$ cat src/rtl/alu_nibble_seq_pkg.sv
// alu_nibble_seq_pkg: opcodes, FSM states and op-class helpers shared by the nibble ALU
package alu_nibble_seq_pkg;
  typedef enum logic [2:0] {OP_ADD, OP_SUB, OP_NOT, OP_AND, OP_OR, OP_XOR, OP_LT, OP_EQ} op_e;
  typedef enum logic [1:0] {IDLE, RUN, DONE} state_e;
  function automatic logic is_sub(op_e op);
    return op == OP_SUB || op == OP_LT || op == OP_EQ;
  endfunction
  function automatic logic is_arith(op_e op);
    return is_sub(op) || op == OP_ADD;
  endfunction
endpackage

$ cat src/rtl/alu_slice4.sv
// alu_slice4: combinational 4-bit ALU slice; b arrives pre-inverted for subtract-class ops
module alu_slice4
  import alu_nibble_seq_pkg::*;
(
  input  logic [3:0] a,
  input  logic [3:0] b,
  input  logic       ci,
  input  op_e        op,
  output logic [3:0] r,
  output logic       co,
  output logic       ovf
);
  logic [4:0] s;
  always_comb begin
    s   = {1'b0, a} + {1'b0, b} + {4'b0, ci};
    r   = op == OP_NOT ? ~a : op == OP_AND ? a & b : op == OP_OR ? a | b : op == OP_XOR ? a ^ b : s[3:0];
    co  = is_arith(op) & s[4];
    ovf = is_arith(op) & (a[3] == b[3]) & (s[3] != a[3]);
  end
endmodule

$ cat src/rtl/alu_nibble_seq.sv
// alu_nibble_seq: W-bit ALU sequenced one nibble per cycle through a single 4-bit slice
module alu_nibble_seq
  import alu_nibble_seq_pkg::*;
#(
  parameter int W = 16
) (
  input  logic         clk,
  input  logic         rst_n,
  input  logic         req_valid,
  output logic         req_ready,
  input  logic [2:0]   req_op,
  input  logic [W-1:0] req_a,
  input  logic [W-1:0] req_b,
  output logic         rsp_valid,
  input  logic         rsp_ready,
  output logic [W-1:0] rsp_result,
  output logic         rsp_zero,
  output logic         rsp_overflow,
  output logic         rsp_carry,
  output logic         rsp_size
);
  localparam int N  = W / 4;
  localparam int IW = N > 1 ? $clog2(N) : 1;
  state_e         state, state_n;
  op_e            op;
  logic [W-1:0]   a, b, res_n;
  logic [IW-1:0]  idx;
  logic           c, last, sco, sovf;
  logic [3:0]     an, bn, sr;
  alu_slice4 u_slice (.a(an), .b(bn), .ci(c), .op(op), .r(sr), .co(sco), .ovf(sovf));
  always_comb begin
    an            = a[idx*4 +: 4];
    bn            = is_sub(op) ? ~b[idx*4 +: 4] : b[idx*4 +: 4];
    res_n         = rsp_result;
    res_n[idx*4 +: 4] = sr;
    last          = idx == IW'(N - 1);
    req_ready     = state == IDLE;
    rsp_valid     = state == DONE;
    state_n       = state == IDLE ? (req_valid ? RUN : IDLE) :
                    state == RUN  ? (last ? DONE : RUN) :
                    (rsp_ready ? IDLE : DONE);
  end
  always_ff @(posedge clk) state <= !rst_n ? IDLE : state_n;
  always_ff @(posedge clk) begin
    if (!rst_n) begin
      op           <= OP_ADD;
      a            <= '0;
      b            <= '0;
      idx          <= '0;
      c            <= 1'b0;
      rsp_result   <= '0;
      rsp_zero     <= 1'b0;
      rsp_overflow <= 1'b0;
      rsp_carry    <= 1'b0;
      rsp_size     <= 1'b0;
    end else if (state == IDLE && req_valid) begin
      op  <= op_e'(req_op);
      a   <= req_a;
      b   <= req_b;
      idx <= '0;
      c   <= is_sub(op_e'(req_op));
    end else if (state == RUN) begin
      rsp_result <= res_n;
      c          <= sco;
      idx        <= idx + 1'b1;
      // Only the top slice's carry/overflow describe the full-width result
      if (last) begin
        rsp_zero     <= ~|res_n;
        rsp_carry    <= sco;
        rsp_overflow <= sovf;
        rsp_size     <= op == OP_LT ? res_n[W-1] ^ sovf : (op == OP_EQ) & ~|res_n;
      end
    end
  end
endmodule

$ cat config.mk
export PLATFORM = sky130hd
export DESIGN_NAME = alu_nibble_seq
export DESIGN_NICKNAME = d
export VERILOG_FILES = /design/src/rtl/alu_nibble_seq_pkg.sv /design/src/rtl/alu_slice4.sv /design/src/rtl/alu_nibble_seq.sv
export SDC_FILE = /design/constraint.sdc
export NUM_CORES = 1
export LEC_CHECK = 0
export CAP_MARGIN = 20
export CORE_MARGIN = 2
export CORE_UTILIZATION = 49
export CTS_BUF_LIST = sky130_fd_sc_hd__clkbuf_2 sky130_fd_sc_hd__clkbuf_4 sky130_fd_sc_hd__clkbuf_8
export CTS_CLUSTER_SIZE = 20
export DETAILED_ROUTE_END_ITERATION = 8
export PLACE_DENSITY = 0.83
export SYNTH_ARGS = -nofsm -noshare
export SYNTH_HDL_FRONTEND = slang
export SYNTH_SLANG_ARGS = --single-unit
$ cat constraint.sdc
create_clock -name clk -period 3.4 [get_ports clk]
set_input_delay 0.34 -clock clk [delete_from_list [all_inputs] [get_ports clk]]
set_output_delay 0.34 -clock clk [all_outputs]
set_load 0.05 [all_outputs]
==> impl_metrics.yaml <==
floorplanning:
  core_area_mm2: 0.00635
  dieHeight_um: 84.9
  start_util: 0.505
  die_w_um: 84.9
  dieArea_mm2: 0.00720
  pin_count: 61
  rows: 29
synthesis:
  synth_cell_types: 44
  synth_edf_count: 0
  synthFlopType: "dfxtp_1"
  synth_area_leader_cell: "dfxtp_1"
  syn_nets: 423
  synth_cells: 368
  yosysWarnings: 0
  seq_area_frac_synth: 0.375
  syn_area_per_cell_um2: 8.71
  synthArstFlopShare: 0
  synth_area_leaders: "dfxtp_1 37%, nand2_1 9.8%, a21boi_0 9.1%"
  synth.top_cell.area_share: 0.375
  synth_area_mm2: 0.00320
  synth-seq-cells: 60
timing:
  finalHoldViolCount: 0
  max_freq_mhz: 315
  slew_viol_final: 0
  finalClockSkew_ps: 7.39
  finalSetupViolations: 0
  tightest_slew_ps: 727
  final.setup.tns_ps: 0
  hold_slack_ps: 469
  min_period_over_period: 0.934
  rsz0062_at_grt: "false"
  relSlewSlack: 0.508
  finalWorstPathRequiredPeriod_ps: 3180
critical_path:
  worstSetupPathType: "reg2reg"
  reg2reg_to: "rsp_zero$_SDFFE_PN0P_"
  cp_common_cell: "o21ai_0"
  crit_cells: 13
  cp_top_family: "compound AO/OA/AOI/OAI gates"
  critPathBufInv: 2
  cp.required_ps: 3680
  critPathMaxFanout: 3
  start_kind: "register"
  slowest_delay_ps: 530
  worst_setup_path_end_kind: "register"
  path_cells: "mux4_2, xnor2_2, inv_2, fa_1, inv_1, fa_2, xor2_1, o21ai_0, o21ai_0, a221o_1, o41ai_2, nand4_1, a21boi_1"
  crit_slowest_cell: "mux4_2"
  reg2reg_depth: 13
  r2r_start: "idx[0]$_SDFFE_PP0P_"
  cp.arrival_ps: 3450
  rrSetupSlack_ps: 220
global_route:
  grt_pass1_wl_um: 13000
  antenna_found_initial: 0
  grt_pass1_vias: 2797
  track_usage: 0.224
  grt_overflow_total: 0
  grt_max_degree: 27
status:
  run_status: "completed"
worst_hold_path:
  min_to: "a[6]$_SDFFE_PN0P_"
  hold_depth: 2
  holdCritPathClass: "reg2reg"
  hp-start: "a[6]$_SDFFE_PN0P_"
place:
  gp_congestion: 0.945
  port_buffers: 60
  dp_hpwl_um: 5700
clock_network:
  clkSlewWorstSetupHoldPaths_ps: 70
  postCtsSetupBuffers: 0
  cts_root_buffer: "clkbuf_8"
  cts_tree: "done"
  cts_sinks: 60
  numCtsBuffers: 9
  cts_hold_buf: 0
  clockBufferDepth: 2
  cts_max_level: 3
  insertion_delay_ps: 340
detailed_routing:
  drc: 0
  drt_iter0_markers: 146
  vias: 2881
  wire_per_inst_um: 15.0
  viasPerCell: 5.62
  drtAntennaViolNets: 0
  first_pass_iters: 4
  drt-total-wl_um: 7710
final_layout:
  layout_commonest_cell: "nand2_1"
  finalNetCount: 486
  multi_input_area_mm2: 0.00187
  nFillCells: 498
  drive_above_1_share: 0.115
  diodes: 0
  regArea_mm2: 0.00120
  final_cell_mix: "84 x nand2_1, 60 x clkdlybuf4s50_1, 58 x dfxtp_1"
  area_growth_pct: 28.3
pwr:
  peakVddDrop_v: 0.000320
  power.density_mw_per_mm2: 419
  leakage_nw: 1.53
job:
  maxCapViolCount: 0
sequential cells by signal (all words and copies together) (netlist names):
register,count
c,1
b,16
rsp_overflow,1
rsp_size,1
a,16
rsp_zero,1
state,2
rsp_result,16
rsp_carry,1
op,3
idx,2
worst max path at each step:
stage | start | slack (ps) | to
6_report | idx[0]$_SDFFE_PP0P_ | 220 | rsp_zero$_SDFFE_PN0P_
3_5_place_dp | idx[0]$_SDFFE_PP0P_ | 80 | rsp_zero$_SDFFE_PN0P_
4_1_cts | idx[0]$_SDFFE_PP0P_ | 90 | rsp_zero$_SDFFE_PN0P_
3_3_place_gp | idx[0]$_SDFFE_PP0P_ | 230 | rsp_zero$_SDFFE_PN0P_
5_1_grt | idx[0]$_SDFFE_PP0P_ | 10 | rsp_zero$_SDFFE_PN0P_
2_1_floorplan | idx[0]$_SDFFE_PP0P_ | 50 | rsp_zero$_SDFFE_PN0P_
cells in the mapped netlist, types with 2 or more instances:
| library cell | number |
|---|---|
| a221o_1 | 2 |
| a22oi_1 | 16 |
| o21ai_0 | 7 |
| inv_1 | 16 |
| and2_1 | 2 |
| nand4_1 | 2 |
| nand2_1 | 84 |
| mux4_1 | 3 |
| a21boi_0 | 39 |
| a21oi_1 | 5 |
| a211oi_1 | 2 |
| nor3b_1 | 2 |
| xnor2_1 | 7 |
| xor2_1 | 2 |
| dfxtp_1 | 60 |
| nand3_1 | 7 |
| nand3b_1 | 2 |
| fa_1 | 2 |
| o22ai_1 | 6 |
| mux4_2 | 5 |
| nor4_1 | 6 |
| nand2b_1 | 5 |
| nor3_1 | 3 |
| buf_1 | 2 |
| nor2b_1 | 21 |
| nor2_1 | 9 |
| ha_1 | 14 |
| nor4b_1 | 3 |
| buf_2 | 4 |
| clkbuf_1 | 16 |
power by group:
group          switching (mW)  internal (mW)  total, mW
logic                   0.217          0.185      0.402
registers              0.0216          0.737      0.758
clock network           0.277          0.287      0.564
tightest hold or removal path: stages, from the launching register on:
cell and delay [ps]:
dfxtp_1 310, nand2_1 50, a21boi_0 60
metal layers:
| metal | vias up | part of all wire | track usage | wire length, um |
|---|---|---|---|---|
| met3 | 18 | 0.058 | 0.0593 | 447 |
| met4 | 0 | 0.023 | 0.0851 | 178 |
| met1 | 1356 | 0.43 | 0.284 | 3350 |
| li1 | 1399 | - | - | - |
| met2 | 108 | 0.48 | 0.369 | 3730 |
| met5 | - | 0 | 0 | 0 |
through the flow:
| stage | power (mW) | setup WS, ps | cells | utilization | area, um^2 |
|---|---|---|---|---|---|
| 2_1_floorplan | 1.02 | 48.2 | 368 | - | 3210 |
| 6_report | 1.72 | 223 | 513 | 0.647 | 4110 |
| 3_5_place_dp | 1.17 | 82.7 | 497 | 0.618 | 3920 |
| 5_1_grt | 1.81 | 13.2 | 513 | 0.647 | 4110 |
| 3_3_place_gp | 1.16 | 230 | 497 | 0.618 | 3920 |
| 4_1_cts | 1.72 | 86.6 | 513 | 0.645 | 4100 |
kinds of logic (layout without fill, tap and decap cells):
logic type / after synthesis / after routing / share of synthesized area
multiplexers: 9 / 9 / 0.0633
AO/OA/AOI/OAI: 88 / 88 / 0.206
buffers and inverters: 39 / 107 / 0.0496
XOR/XNOR: 9 / 9 / 0.0246
adder cells (fa/ha/maj): 16 / 16 / 0.0672
AND/OR/NAND/NOR: 147 / 147 / 0.214
flip-flops: 60 / 60 / 0.375
timing repair:
item / 4_1_cts / 5_1_grt
hold endpoints to repair: 0 / 0
setup endpoints to repair: 0 / 2
resized for setup: 0 / 8
final cells by class:
cell class                 count  share of cell area
clock buffer                  11              0.0353
clock inverter                 5             0.00670
inverter                      16              0.0146
multi-input combinational    269               0.454
sequential                    60               0.293
tap                           77              0.0234
timing repair buffer          75               0.173
Note: power is estimated with default switching activity, not from simulation.
==> RTL change 1, RTL diff (config.mk and constraints unchanged) <==
Encoding of `state_e`: now one-hot (3 bits for 3 states).
--- a/src/rtl/alu_nibble_seq_pkg.sv
+++ b/src/rtl/alu_nibble_seq_pkg.sv
@@ -1,7 +1,7 @@
 // alu_nibble_seq_pkg: opcodes, FSM states and op-class helpers shared by the nibble ALU
 package alu_nibble_seq_pkg;
   typedef enum logic [2:0] {OP_ADD, OP_SUB, OP_NOT, OP_AND, OP_OR, OP_XOR, OP_LT, OP_EQ} op_e;
-  typedef enum logic [1:0] {IDLE, RUN, DONE} state_e;
+  typedef enum logic [2:0] {IDLE = 3'b001, RUN = 3'b010, DONE = 3'b100} state_e;
   function automatic logic is_sub(op_e op);
     return op == OP_SUB || op == OP_LT || op == OP_EQ;
   endfunction
Check against the original RTL: no difference found for any inputs over 10 cycles, from zero or initial values and one cycle with rst_n low; not proved beyond that.
==> RTL change 1 against the original RTL <==
  * Clock skew shrank 0.00064 ns
  * Worst setup slack got worse by 0.22 ns
  * Synthesized area fell by 2.4%
  * Final area increased by 0.49%
  * Routed wire length down 4.5%
  * Power rose by 5.8%
  * Core utilization rose by 1.1 points
  * Sequential cell count increased by 1
  * Sequential share of layout area is 0.37 points higher
  * Critical path type unchanged
==> RTL change 1: results (changes against the original RTL) <==
[run_status]
status=complete, no violations  ; unchanged

[sta]
max_freq_ghz=0.294  ; was 0.315 GHz
holdWs_ns=0.451  ; was 0.469 ns
tightest_slew_ns=0.791  ; was 0.727 ns
fin_skew_ns=0.00675  ; was 0.00739 ns

[setup_path]
rrSetupSlack_ns=0.004  ; was 0.22 ns
worstReg2RegStart=idx[0]  ; unchanged
crit_fanout=5  ; was 3
rr_worst_depth=12  ; was 13
critPathTopFamily=adder cells  ; was compound AO/OA/AOI/OAI gates
arrival_ns=3.65  ; was 3.45 ns
worstReg2RegEnd=rsp_size  ; was rsp_zero

[final_layout]
final_core_util_pct=65.8  ; was 64.7%
drive_above_1_share_pct=14.9  ; was 11.5%
finalNonFillerCells=532  ; was 513
fill_cells=514  ; was 498
fin_nets=505  ; was 486

[global_route]
grt_max_degree=58  ; was 27
grtUsageMet2_pct=37.5  ; was 36.9%
use_met1_pct=27.2  ; was 28.4%
grt_use_total_pct=22.4  ; about the same
grt_pass1_vias=2789  ; was 2797
grt_pass1_wl_um=12800  ; was 13000 um
met3_usage_pct=6.73  ; was 5.93%

[route]
wl_met2_um=3700  ; was 3730 um
via_count=2891  ; was 2881
m1WireLength_um=3170  ; was 3350 um
wl_per_cell_um=13.8  ; was 15.0 um
route.met3.wl_um=350  ; was 447 um

[cts]
cts_setup_buffers=1  ; was 0
cts_resized=2  ; was 0

[yosys]
ys_top_cells_by_area=dfxtp_1 (39%), nand2_1 (11%), a21oi_1 (7.2%), ha_1 (5.6%), mux4_2 (4.3%)  ; was dfxtp_1 (37%), nand2_1 (9.8%), a21boi_0 (9.1%), ha_1 (5.5%), nor2b_1 (4.1%)
synthCells=373  ; was 368
synth_fp_nets=428  ; was 423
ys_seq_area_share_pct=39.0  ; was 37.5%
synth_common_cells=nand2_1 (92), dfxtp_1 (61), a21oi_1 (45)  ; was nand2_1 (84), dfxtp_1 (60), a21boi_0 (39)

[pwr]
leakagePower_uw=0.00155  ; was 0.00153 uW
ir_drop_uv=365  ; was 320 uV
power.internal_uw=1270  ; was 1210 uW
p_comb_share_pct=26.3  ; was 23.3%
switching_share_pct=30.4  ; was 29.9%
power_clock_uw=566  ; was 564 uW

[hold_path]
hold_end=a[1]  ; was a[6]
hold_start=a[1]  ; was a[6]

[placed_design]
preCtsSetupSlack_ns=-0.0541  ; was 0.0827 ns
place_area_mm2=0.00388  ; was 0.00392 mm2
place.gp.congestion=0.833  ; was 0.945

[RTL change 1: cell count changes after synthesis, sizes merged, moves of 3 or more]
| cell | delta |
|---|---|
| o22ai | -3 |
| nand2 | +8 |
| a21oi | +39 |
| a21boi | -40 |
| nand2b | -5 |
| nor2 | +18 |
| nor2b | -20 |
| nor4b | -3 |
[RTL change 1: cells by family after synthesis]
| family | after synthesis | synth area share (%) |
|---|---|---|
| flip-flops | 61 | 39.0 |
| adder cells (fa/ha/maj) | 16 | 6.88 |
| multiplexers | 9 | 6.32 |
| buffers and inverters | 37 | 5.72 |
| XOR/XNOR | 9 | 2.52 |
| AND/OR/NAND/NOR | 154 | 21.7 |
| AO/OA/AOI/OAI | 87 | 17.8 |
[RTL change 1: cell type report]
cell class                      count  area share (%)
Clock buffer                       12            3.54
Tap cell                           77            2.33
Clock inverter                      4           0.606
Sequential cell                    61            29.6
Multi-Input combinational cell    275            42.6
Inverter                           17            1.54
Timing Repair Buffer               86            19.7
==> RTL change 2, RTL diff (same settings) <==
Made on the original files. `W`: 16 -> 32.
--- a/src/rtl/alu_nibble_seq.sv
+++ b/src/rtl/alu_nibble_seq.sv
@@ -2,7 +2,7 @@
 module alu_nibble_seq
   import alu_nibble_seq_pkg::*;
 #(
-  parameter int W = 16
+  parameter int W = 32
 ) (
   input  logic         clk,
   input  logic         rst_n,
Ports: changed (resized req_a, req_b and rsp_result); port bits go from 61 to 109. The function was not compared with the original's and may differ.
==> RTL change 2 against the original RTL <==
  * The flow now finishes with violations (negative setup slack)
  * Sequential cell count rose by 49
  * Power rose by 63%
  * First-iteration DRC count rose by 89%
  * Worst setup slack got worse by 0.33 ns
  * Global-route usage rose by 0.78 points
  * Synthesized area rose by 76%
  * Final area rose by 78%
  * Routed wire length rose by 88%
  * Critical path type unchanged
==> RTL change 2: results (changes against the original RTL) <==
[hold_path]
hold_start=rsp_overflow  ; was a[6]

[pwr]
leakagePower_uw=0.00274  ; was 0.00153 uW
ir_drop_uv=218  ; was 320 uV

[yosys]
ys_types=63  ; was 44
synth_mux_area_share_pct=8.85  ; was 6.33%
ys_seq_area_share_pct=38.8  ; was 37.5%
synth_fp_nets=753  ; was 423
synth_compound_area_share_pct=18.1  ; was 20.6%

[global_route]
grt_use_total_pct=23.2  ; was 22.4%
grt_max_degree=71  ; was 27
grtUsageMet2_pct=39.6  ; was 36.9%
use_met1_pct=30.8  ; was 28.4%

[route]
wl_per_cell_um=15.6  ; was 15.0 um
via_per_inst=5.49  ; was 5.62
wl_met2_um=7160  ; was 3730 um

[placed_design]
preCtsSetupSlack_ns=-0.126  ; was 0.0827 ns

[sta]
setup_ws_ns=-0.105  ; was 0.223 ns
setup_tns_ns=-0.651  ; was 0 ns
fin_skew_ns=0.00482  ; was 0.00739 ns
setup_viol=9  ; was 0

[setup_path]
rr_worst_depth=15  ; was 13
worstReg2RegEnd=rsp_result[7]  ; was rsp_zero

[final_layout]
top_regs=a x32, b x32, rsp_result x32  ; was a x16, b x16, rsp_result x16

[run_status]
failed_checks=negative setup slack
status=complete, but fails checks  ; was complete, no violations

==> RTL change 2: cell types whose count changed in the layout (fill, tap and decap cells not counted), moves of 7 or more <==
cell             unedited run  this run
clkdlybuf4s50_1            60       107
buf_4                      15        36
a21oi_1                     5        34
dfxtp_1                    58       108
nor2b_1                    21        31
mux2i_1                     0         9
nor2_1                      9        19
nand2_1                    84       165
nor3_2                      0         7
a22oi_1                    16         0
mux4_2                      6        16
nor3_1                      3        17
a21boi_0                   39        68
==> RTL change 2: power by group <==
group          total, uW  internal, uW  switching [uW]
clock                753           291             463
combinational        689           336             353
sequential          1370          1330            34.0
==> RTL change 2: area by class of cell <==
class / count / area [um2]
Tap cell: 143 / 179
Multi-Input combinational cell: 497 / 3310
Timing Repair Buffer: 147 / 1390
Sequential cell: 109 / 2190
Clock buffer: 10 / 138
Fill cell: 949 / 4010
Clock inverter: 6 / 45.0
Inverter: 17 / 63.8
